[src/rtl/cpu_multicycle.sv]
// -----------------------------------------------------------------------------
// cpu_multicycle
//   Multi-cycle RV32I subset core (R/I ALU ops, LW, SW, branches, JAL, JALR,
//   LUI, AUIPC) sharing one word-wide memory port for fetch and data.
//   Each instruction walks FETCH -> DECODE -> EXEC [-> MEM] [-> WB].
//   Illegal encodings and misaligned LW/SW either park the core in HALT
//   (HALT_ON_ILLEGAL=1) or retire as a NOP (HALT_ON_ILLEGAL=0).
//   Instruction fetch presents pc as-is; jump targets are not alignment
//   checked (JALR only clears bit 0).
//
// Parameters
//   RESET_PC        PC loaded on reset
//   CNT_W           width of the retired-instruction counter (8..64)
//   HALT_ON_ILLEGAL 1 = halt on illegal/misaligned, 0 = retire as NOP
//
// Ports
//   clk        rising-edge clock
//   reset      asynchronous, active-high reset
//   mem_req    request valid, held until mem_ready completes it
//   mem_we     1 = word write, 0 = word read
//   mem_addr   byte address
//   mem_wdata  store data
//   mem_rdata  read data, sampled when mem_req && mem_ready
//   mem_ready  transfer-complete strobe
//   pc         architectural PC
//   halted     high while in HALT
//   instret    retired-instruction count (wraps)
// -----------------------------------------------------------------------------
module cpu_multicycle #(
   parameter logic [31:0] RESET_PC        = 32'h0000_0000,
   parameter int          CNT_W           = 32,
   parameter int          HALT_ON_ILLEGAL = 1
) (
   input  logic             clk,
   input  logic             reset,
   output logic             mem_req,
   output logic             mem_we,
   output logic [31:0]      mem_addr,
   output logic [31:0]      mem_wdata,
   input  logic [31:0]      mem_rdata,
   input  logic             mem_ready,
   output logic [31:0]      pc,
   output logic             halted,
   output logic [CNT_W-1:0] instret
);

   localparam logic [6:0] OP_REG    = 7'b0110011;
   localparam logic [6:0] OP_IMM    = 7'b0010011;
   localparam logic [6:0] OP_LOAD   = 7'b0000011;
   localparam logic [6:0] OP_STORE  = 7'b0100011;
   localparam logic [6:0] OP_BRANCH = 7'b1100011;
   localparam logic [6:0] OP_JAL    = 7'b1101111;
   localparam logic [6:0] OP_JALR   = 7'b1100111;
   localparam logic [6:0] OP_LUI    = 7'b0110111;
   localparam logic [6:0] OP_AUIPC  = 7'b0010111;

   typedef enum logic [2:0] {FETCH, DECODE, EXEC, MEM, WB, HALT} state_t;

   state_t      state;
   logic [31:0] ir;          // instruction register
   logic [31:0] rs1_q;       // operands latched in DECODE
   logic [31:0] rs2_q;
   logic [31:0] imm_q;
   logic [31:0] addr_q;      // data address for MEM
   logic [31:0] result_q;    // value written to rd in WB
   logic [31:0] next_pc_q;   // pc applied in WB
   logic        illegal_q;   // only reaches EXEC when HALT_ON_ILLEGAL=0
   logic [31:0] regs [0:31];

   // Instruction fields
   logic [6:0] opcode;
   logic [4:0] rd, rs1, rs2;
   logic [2:0] funct3;
   logic [6:0] funct7;

   assign opcode = ir[6:0];
   assign rd     = ir[11:7];
   assign funct3 = ir[14:12];
   assign rs1    = ir[19:15];
   assign rs2    = ir[24:20];
   assign funct7 = ir[31:25];

   // ---------------------------------------------------------------------------
   // Decode: immediate selection and legality
   // ---------------------------------------------------------------------------
   logic [31:0] imm_dec;
   logic        illegal;

   // NOTE: every variable assigned in an always_comb gets a default first so
   // no path leaves it holding its old value, which would infer a latch.
   always_comb begin
      imm_dec = {{20{ir[31]}}, ir[31:20]};
      illegal = 1'b0;
      case (opcode)
         OP_STORE:  imm_dec = {{20{ir[31]}}, ir[31:25], ir[11:7]};
         OP_BRANCH: imm_dec = {{19{ir[31]}}, ir[31], ir[7], ir[30:25], ir[11:8], 1'b0};
         OP_JAL:    imm_dec = {{11{ir[31]}}, ir[31], ir[19:12], ir[20], ir[30:21], 1'b0};
         OP_LUI,
         OP_AUIPC:  imm_dec = {ir[31:12], 12'd0};
         default:   ;
      endcase
      case (opcode)
         // Only SUB and SRA use the alternate funct7
         OP_REG:    illegal = !(funct7 == 7'b0000000 ||
                                (funct7 == 7'b0100000 && (funct3 == 3'b000 || funct3 == 3'b101)));
         OP_IMM: begin
            if (funct3 == 3'b001)
               illegal = (funct7 != 7'b0000000);
            else if (funct3 == 3'b101)
               illegal = !(funct7 == 7'b0000000 || funct7 == 7'b0100000);
         end
         OP_LOAD,
         OP_STORE:  illegal = (funct3 != 3'b010);
         OP_BRANCH: illegal = (funct3 == 3'b010 || funct3 == 3'b011);
         OP_JALR:   illegal = (funct3 != 3'b000);
         OP_JAL,
         OP_LUI,
         OP_AUIPC:  illegal = 1'b0;
         default:   illegal = 1'b1;
      endcase
   end

   // ---------------------------------------------------------------------------
   // Execute: ALU, branch compare, data address
   // ---------------------------------------------------------------------------
   logic [31:0] alu_b, alu_y, eff_addr;
   logic        alt, taken;

   assign eff_addr = rs1_q + imm_q;

   always_comb begin
      alu_b = (opcode == OP_REG) ? rs2_q : imm_q;
      // ir[30] selects SUB/SRA; for immediates it is an immediate bit except on shifts
      alt   = ir[30] && (opcode == OP_REG || funct3 == 3'b101);
      case (funct3)
         3'b000:  alu_y = alt ? rs1_q - alu_b : rs1_q + alu_b;
         3'b001:  alu_y = rs1_q << alu_b[4:0];
         3'b010:  alu_y = {31'd0, $signed(rs1_q) < $signed(alu_b)};
         3'b011:  alu_y = {31'd0, rs1_q < alu_b};
         3'b100:  alu_y = rs1_q ^ alu_b;
         3'b101:  alu_y = alt ? 32'($signed(rs1_q) >>> alu_b[4:0]) : rs1_q >> alu_b[4:0];
         3'b110:  alu_y = rs1_q | alu_b;
         default: alu_y = rs1_q & alu_b;
      endcase
   end

   always_comb begin
      taken = 1'b0;
      case (funct3)
         3'b000:  taken = (rs1_q == rs2_q);
         3'b001:  taken = (rs1_q != rs2_q);
         3'b100:  taken = ($signed(rs1_q) <  $signed(rs2_q));
         3'b101:  taken = ($signed(rs1_q) >= $signed(rs2_q));
         3'b110:  taken = (rs1_q <  rs2_q);
         3'b111:  taken = (rs1_q >= rs2_q);
         default: taken = 1'b0;
      endcase
   end

   // ---------------------------------------------------------------------------
   // Memory port: decoded from registered state so address/data/we cannot move
   // while a request waits. Gating with reset drops the request immediately.
   // ---------------------------------------------------------------------------
   assign mem_req   = !reset && (state == FETCH || state == MEM);
   assign mem_we    = (state == MEM) && (opcode == OP_STORE);
   assign mem_addr  = (state == FETCH) ? pc : addr_q;
   assign mem_wdata = rs2_q;
   assign halted    = (state == HALT);

   // ---------------------------------------------------------------------------
   // Control FSM and datapath registers
   // ---------------------------------------------------------------------------
   // NOTE: sequential state uses non-blocking assignments so every register
   // samples pre-edge values, independent of statement order.
   always_ff @(posedge clk or posedge reset) begin
      if (reset) begin
         state     <= FETCH;
         pc        <= RESET_PC;
         instret   <= '0;
         ir        <= '0;
         rs1_q     <= '0;
         rs2_q     <= '0;
         imm_q     <= '0;
         addr_q    <= '0;
         result_q  <= '0;
         next_pc_q <= '0;
         illegal_q <= 1'b0;
      end else begin
         case (state)
            FETCH: begin
               if (mem_ready) begin
                  ir    <= mem_rdata;
                  state <= DECODE;
               end
            end

            DECODE: begin
               rs1_q     <= (rs1 == 5'd0) ? 32'd0 : regs[rs1];
               rs2_q     <= (rs2 == 5'd0) ? 32'd0 : regs[rs2];
               imm_q     <= imm_dec;
               illegal_q <= illegal;
               if (illegal && HALT_ON_ILLEGAL != 0)
                  state <= HALT;
               else
                  state <= EXEC;
            end

            EXEC: begin
               next_pc_q <= pc + 32'd4;
               if (illegal_q) begin
                  pc      <= pc + 32'd4;
                  instret <= instret + CNT_W'(1);
                  state   <= FETCH;
               end else begin
                  case (opcode)
                     OP_BRANCH: begin
                        pc      <= taken ? pc + imm_q : pc + 32'd4;
                        instret <= instret + CNT_W'(1);
                        state   <= FETCH;
                     end
                     OP_LOAD,
                     OP_STORE: begin
                        if (eff_addr[1:0] != 2'b00) begin
                           if (HALT_ON_ILLEGAL != 0) begin
                              state <= HALT;
                           end else begin
                              pc      <= pc + 32'd4;
                              instret <= instret + CNT_W'(1);
                              state   <= FETCH;
                           end
                        end else begin
                           addr_q <= eff_addr;
                           state  <= MEM;
                        end
                     end
                     OP_JAL: begin
                        result_q  <= pc + 32'd4;
                        next_pc_q <= pc + imm_q;
                        state     <= WB;
                     end
                     OP_JALR: begin
                        result_q  <= pc + 32'd4;
                        next_pc_q <= eff_addr & ~32'd1;
                        state     <= WB;
                     end
                     OP_LUI: begin
                        result_q <= imm_q;
                        state    <= WB;
                     end
                     OP_AUIPC: begin
                        result_q <= pc + imm_q;
                        state    <= WB;
                     end
                     default: begin
                        result_q <= alu_y;
                        state    <= WB;
                     end
                  endcase
               end
            end

            MEM: begin
               if (mem_ready) begin
                  if (opcode == OP_STORE) begin
                     pc      <= pc + 32'd4;
                     instret <= instret + CNT_W'(1);
                     state   <= FETCH;
                  end else begin
                     result_q <= mem_rdata;
                     state    <= WB;
                  end
               end
            end

            WB: begin
               pc      <= next_pc_q;
               instret <= instret + CNT_W'(1);
               state   <= FETCH;
            end

            default: state <= HALT;   // HALT: frozen until reset
         endcase
      end
   end

   // NOTE: the register file has no reset; x0 is never written and reads of
   // index 0 are forced to zero at the read mux instead.
   always_ff @(posedge clk) begin
      if (state == WB && rd != 5'd0)
         regs[rd] <= result_q;
   end

endmodule

[config.mk]
export PLATFORM = sky130hd
export DESIGN_NAME = cpu_multicycle
export DESIGN_NICKNAME = d
export VERILOG_FILES = /design/src/rtl/cpu_multicycle.sv
export SDC_FILE = /design/constraint.sdc
export NUM_CORES = 2
export LEC_CHECK = 0
export BUFFER_PORTS_ARGS = -buffer_cell sky130_fd_sc_hd__buf_2
export CAP_MARGIN = 20
export CELL_PAD_IN_SITES_DETAIL_PLACEMENT = 0
export CELL_PAD_IN_SITES_GLOBAL_PLACEMENT = 2
export CORE_UTILIZATION = 35
export CTS_BUF_LIST = sky130_fd_sc_hd__clkbuf_2 sky130_fd_sc_hd__clkbuf_4 sky130_fd_sc_hd__clkbuf_8
export CTS_CLUSTER_DIAMETER = 120
export DETAILED_ROUTE_END_ITERATION = 10
export GPL_TIMING_DRIVEN = 0
export PLACE_DENSITY = 0.64
export SKIP_LAST_GASP = 1
export SYNTH_ARGS = -nofsm -noshare
export SYNTH_HDL_FRONTEND = slang
export SYNTH_SLANG_ARGS = --single-unit
[constraint.sdc]
create_clock -name clk -period 8.7 [get_ports clk]
set_input_delay 0.435 -clock clk [delete_from_list [all_inputs] [get_ports clk]]
set_output_delay 0.435 -clock clk [all_outputs]
set_load 0.03 [all_outputs]
* Yosys cells after proc, flatten, opt, wreduce, memory -nomap -nowiden
Memory sizes are Yosys's and may differ from the RTL's. Cells that the tools add are included.
Storage, ports and cells: register bits after elaboration 292, memories 1, memory bits (writable) 1024
Cells by class: shifts and indexed selects 3, reductions and logical operators 35, bitwise logic cells 5, $add $sub $neg 6, equal/unequal tests 32, magnitude comparators 6, muxes and demuxes 40
Memories:
- regs | words 32, bits a word 32, read ports 2, clocked after memory_dff 0, wr ports 1, RTL line 68 | logic [31:0] regs [0:31];
Operator list (number):
- $mux W32 | 19
- $pmux W32 S7 | 1
- $pmux W32 S3 | 2
- $lt A32 B32 Y1 | 4
- $pmux W32 S2 | 2
- $pmux W32 S4 | 1
- $pmux W31 S4 | 1
- $add A32 B32 Y32 | 3
- $ge A32 B32 Y1 | 2
- $add A32 B1 Y32 const B | 1
- $add A32 B3 Y32 const B | 1
- $and A32 B32 Y32 | 1
- $eq A32 B32 Y1 | 1
- $ne A32 B32 Y1 | 1
- $or A32 B32 Y32 | 1
- $shl A32 B5 Y32 | 1
- $shr A32 B5 Y32 | 1
- $sshr A32 B5 Y32 | 1
- $sub A32 B32 Y32 | 1
- $xor A32 B32 Y32 | 1
- $eq A7 B6 Y1 const B | 4
- $eq A7 B7 Y1 const B | 3
- $eq A3 B3 Y1 const B | 6
- $mux W3 | 6
- 27 further kinds | 62

* Depth between registers and ports, before layout
word-level depth 8, mapped depth 22, gate-level depth less buffers 16

* Worst setup path after synthesis
No wires, ideal clock.
path kind reg2reg, from register ir[0], to register result_q[30], period minus slack after synthesis 4.570 ns, data required time 8.572 ns, stages on the path, launching flop included 22, arrival time 4.443 ns, path buffers 6, slack 4.130 ns, setup time 0.128 ns, cell sequence dfrtp_1 -> and4b_1 -> buf_4 -> buf_4 -> nand2_4 -> buf_2 -> clkbuf_1 -> clkbuf_1 -> nand2_1 -> o21ai_0 -> inv_1 -> ha_1 -> buf_2 -> or4_1 -> or4_1 -> or3_1 -> o221ai_1 -> a32oi_1 -> o311ai_2 -> xnor2_1 -> o2111a_1 -> o21ai_1
Between the ends: longest elaborated chain between the ends 8, elaborated cells between the ends (all ways) 30, classes of those cells add/sub (2); eq/ne (10); shift (3); mux (7); bitwise (3); reduce/logical (5)
Ends and longest elaborated chain:
- start, declared | RTL line 60 | logic [31:0] ir;
- start signal, assigned | RTL line 192 | ir <= mem_rdata;
- $eq A7 B6 Y1 | RTL line 132, 134
- $mux W32 or $logic_or A1 B1 Y1 (tied branches) | RTL line 132, 134
- $add A32 B32 Y32 (tied with other cells) | RTL line 136 | 3'b000: alu_y = alt ? rs1_q - alu_b : rs1_q + alu_b;
- $mux W32 (on tied branches) | RTL line 136, 141
- $pmux W32 S7 | RTL line 135 | case (funct3)
- $pmux W32 S4 | RTL line 215 | case (opcode)
- $mux W32 | RTL line 210 | if (illegal_q) begin
- $pmux W32 S2 | RTL line 189 | case (state)
- end signal, assigned | RTL line 237 | result_q <= pc + 32'd4;
- end signal, assigned | RTL line 242 | result_q <= pc + 32'd4;
- end signal, assigned | RTL line 247 | result_q <= imm_q;
- end, declared | RTL line 65 | logic [31:0] result_q;
Several ways; a longest one is shown, not always the timed one. The select of a mux whose other input is x is not followed. A chain may end at the register's enable or synchronous reset.

* Worst setup path after layout
from register ir[5], to register result_q[0]
Same word-level chain as after synthesis.

==> results by group <==
Outcome
  – Outcome: finished with violations
  – Failing checks: DRC

CTS
  – TritonCTS Sinks: 1316
  – Post-CTS setup repair buffer count: 0
  – Root Driver: clkbuf_8
  – TritonCTS Buffers: 235
  – Clock Latency Late Sink: 1060 ps
  – Clock buffer depth: 3
  – CTS tree: built
  – Clk slew on worst S/H paths: roughly 70 ps
  – Htree depth: 4

Power and ir drop
  – Clock share of power: 47.0%
  – Lkg Pwr: 26.7 nW
  – Combinational power share: less than 1%
  – Switching power: 2.97 mW
  – Internal: 9.91 mW
  – Seq pwr share: 52.1%
  – Pwr dens: 147 mW/mm²
  – Sw Ratio: 23.0%
  – Peak supply drop: 0.000168 V

Logic synthesis
  – Synth warnings: 0
  – Seq/Total Area, Yosys: about half
  – #FFs+latches synth: around 1300
  – Synth Instances: 5673
  – Mapped Area: ~0.075 mm²
  – Top FF cell, synth: edfxtp_1
  – Ys async rst share: around 22%
  – Syn_area_per_cell: approximately 13 µm²
  – Yosys cell types: around 110
  – EDFF count, synth: 1024

Detailed routing
  – First drt pass iteration count: 11
  – Vias per cell: ~6.3
  – Wire length per cell: between 40 and 50 µm
  – Final wirelength: between 300000 and 400000 µm
  – 1st-iter DRT viols: 6855
  – Via Count: ~59000
  – Number of remaining DRC errors: 52
  – Antenna Nets Post-Route: 0

Global routing
  – Initial antenna violation count: 34
  – GRT Util Overall: 34.8%
  – Largest net degree at the start of global routing: 108
  – Vias in the first global route: slightly below 60000
  – First-pass GRT wire length: 511000 µm
  – Overflow after GRT: 0

Cells and area
  – FILL cells: 20100
  – Share of the core filled with cells: approximately two fifths
  – Area grow syn2layout: 16.9%
  – Register area: 0.0381 mm²
  – Post-layout net count: 6511
  – Max reg flops: 1024
  – Most flop-heavy register: regs
  – Multi-input logic area: 0.0351 mm²
  – Post-route cell area: 0.0876 mm²
  – Share of cells above drive strength 1: between 20% and 30%

Floorplan
  – # IOs: 166
  – Die area: 0.216 mm²
  – Core area: 0.213 mm²
  – Die Y: 465 µm
  – Site Rows: 169
  – Initial core utilization: 35.3%
  – Horiz. Die Dim: roughly 460 µm

Setup path
  – Critical Path, Cell by Cell: buf_4 -> nor3b_4 -> buf_4 -> nand2_4 -> buf_2 -> clkbuf_1 -> clkbuf_1 -> o21ai_0 -> inv_1 -> ha_1 -> or3_1 -> clkbuf_1 -> nor2_1 -> nand4_1 -> o22ai_2 -> nor2_1 -> o2111ai_1 -> nor4bb_2 -> buf_4 -> o221ai_1
  – Buf/Inv on CP: 8
  – Critical path class: flip-flop to flip-flop
  – Critical path capture point type: flip-flop
  – Biggest cell delay along the critical path: 1050 ps
  – CP Launch Type: flip-flop
  – Critical-path top delay cell: o21ai_0
  – Data required time of the worst path: 9530 ps
  – Crit-path max FO: 10
  – Worst Path Arrival: 8240 ps
  – Crit-path leading delay family: buffers and inverters
  – Reg2Reg Setup Slack: roughly 1300 ps

Place
  – Final Wtd Congestion: 0.996
  – Placed Area: around 0.082 mm²
  – IO Port Bufs: 165
  – HPWL Detailed: a little under 300000 µm
  – Place WS: 1530 ps

STA
  – Final hold vios: 0
  – RSZ-0062 raised after global routing: false
  – Measured slew at the worst slew-check pin: 1290 ps
  – Tcrit/Tclk final: 85.2%
  – Setup_tns: 0 ps
  – Tmin final: 7410 ps
  – Final Worst Setup Slack: 1290 ps
  – Final Setup Violations: 0
  – Fin Hold WS: 289 ps
  – Skew final: 129 ps
  – F_max: 0.135 GHz
  – Slew HR: 14.0%
  – Slew Limit Fails: 0

Hold path
  – Hold Crit Class: input pin to flip-flop

Flow run
  – Max Cap Viol: 0
## cells by family after synthesis
| family | count (synthesis) | synth area share [%] |
|---|---|---|
| simple gates | 1172 | 7.42 |
| compound gates | 1411 | 12.3 |
| other cells | 1 | 0.00500 |
| flops | 1316 | 50.7 |
| buf+inv | 574 | 3.04 |
| xor+xnor | 160 | 1.87 |
| mux | 849 | 21.4 |
| fa+ha+maj | 190 | 3.20 |
## final timing paths
kind                               from     endpoint  depth (start not counted)
setup / recovery                  ir[5]  result_q[0]                         20
hold / removal             mem_rdata[6]        ir[6]                          4
setup reg to reg                  ir[5]  result_q[0]                         20
hold reg to reg             instret[31]  instret[31]                          1
max in group asynchronous         reset       ir[21]                          6
min in group asynchronous         reset   addr_q[22]                          4
## layout make-up
cell class | count | area share [%]
plain buffers | 420 | 1.95
clock inverters | 113 | 1.01
repair buffers | 345 | 4.32
well taps | 2821 | 4.03
multi-input cells | 3814 | 40.0
flip-flops and latches | 1316 | 43.4
diodes | 9 | 0.0257
clock buffers | 324 | 4.56
inverters | 154 | 0.668
## layout by cell type (no fill, tap or decap), types with 50 or more instances in the layout
cell type and n:
a211oi_1 83, a21oi_1 361, buf_1 56, buf_2 234
buf_8 50, clkbuf_1 287, clkbuf_4 74, clkbuf_8 250
clkinv_1 53, dfrtp_1 287, edfxtp_1 1024, ha_1 187
inv_1 145, mux2_2 186, mux2i_1 76, mux4_2 586
nand2_1 385, nand3_1 100, nor2_1 264, nor2b_1 78
nor3_1 65, o21ai_0 304, o22ai_1 111, o32ai_1 58
xnor2_1 112
## metrics by stage
| stage | instances | power [mW] |
|---|---|---|
| after CTS | 9297 | 13.0 |
| after floorplan | 5704 | 6.88 |
| after global routing | 9309 | 13.2 |
| after detailed placement | 8825 | 6.94 |
| after global placement | 8690 | 6.93 |
| final | 9316 | 12.9 |
## tightest hold or removal path, cell delays in order
cell           delay [ps]
dlygate4sd3_1         510
buf_2                 160
nand2_1                60
o21ai_0                60
## synth_stat cells, types with 34 or more instances
| cell | count | area (µm²) |
|---|---|---|
| edfxtp_1 | 1024 | 30700 |
| mux4_2 | 586 | 13200 |
| nand2_1 | 385 | 1450 |
| a21oi_1 | 362 | 1810 |
| o21ai_0 | 304 | 1520 |
| nor2_1 | 293 | 1100 |
| dfrtp_1 | 292 | 7310 |
| clkbuf_1 | 289 | 1080 |
| ha_1 | 187 | 2340 |
| mux2_2 | 186 | 2090 |
| inv_1 | 146 | 548 |
| xnor2_1 | 112 | 981 |
| o22ai_1 | 111 | 694 |
| nand3_1 | 100 | 500 |
| a211oi_1 | 83 | 623 |
| nor2b_1 | 78 | 488 |
| mux2i_1 | 77 | 771 |
| nor3_1 | 71 | 355 |
| buf_1 | 60 | 225 |
| buf_2 | 60 | 300 |
| o32ai_1 | 58 | 508 |
| a21o_1 | 48 | 360 |
| xor2_1 | 48 | 420 |
| o211ai_1 | 43 | 323 |
| a221oi_1 | 41 | 359 |
| a31oi_1 | 41 | 257 |
| nand2b_1 | 39 | 244 |
| nand4_1 | 36 | 225 |
| o221ai_1 | 35 | 307 |
| and3_1 | 34 | 213 |
## power groups by stage
stage | logic, mW | registers (mW) | clock network [mW]
global placement | 0.0953 | 6.84 | 0
finish | 0.114 | 6.71 | 6.05
floorplan | 0.0423 | 6.84 | 0
global route | 0.120 | 6.71 | 6.40
detailed placement | 0.101 | 6.84 | 0
CTS | 0.113 | 6.71 | 6.14
## timing repair
item,CTS,global route
resized for setup,0,0
hold endpoints to repair,171,0
hold buffers,35,0
## routing by layer
layer  vias to the layer above  global-route usage (%)  share of wire, %
met4                        10                    21.2               7.2
met5                         -                       0             0.022
met2                      3176                    56.9                47
met3                       838                    5.35               6.8
met1                     31000                    43.4                39
li1                      23900                       -                 -
Power figures use the tool's default switching activity.
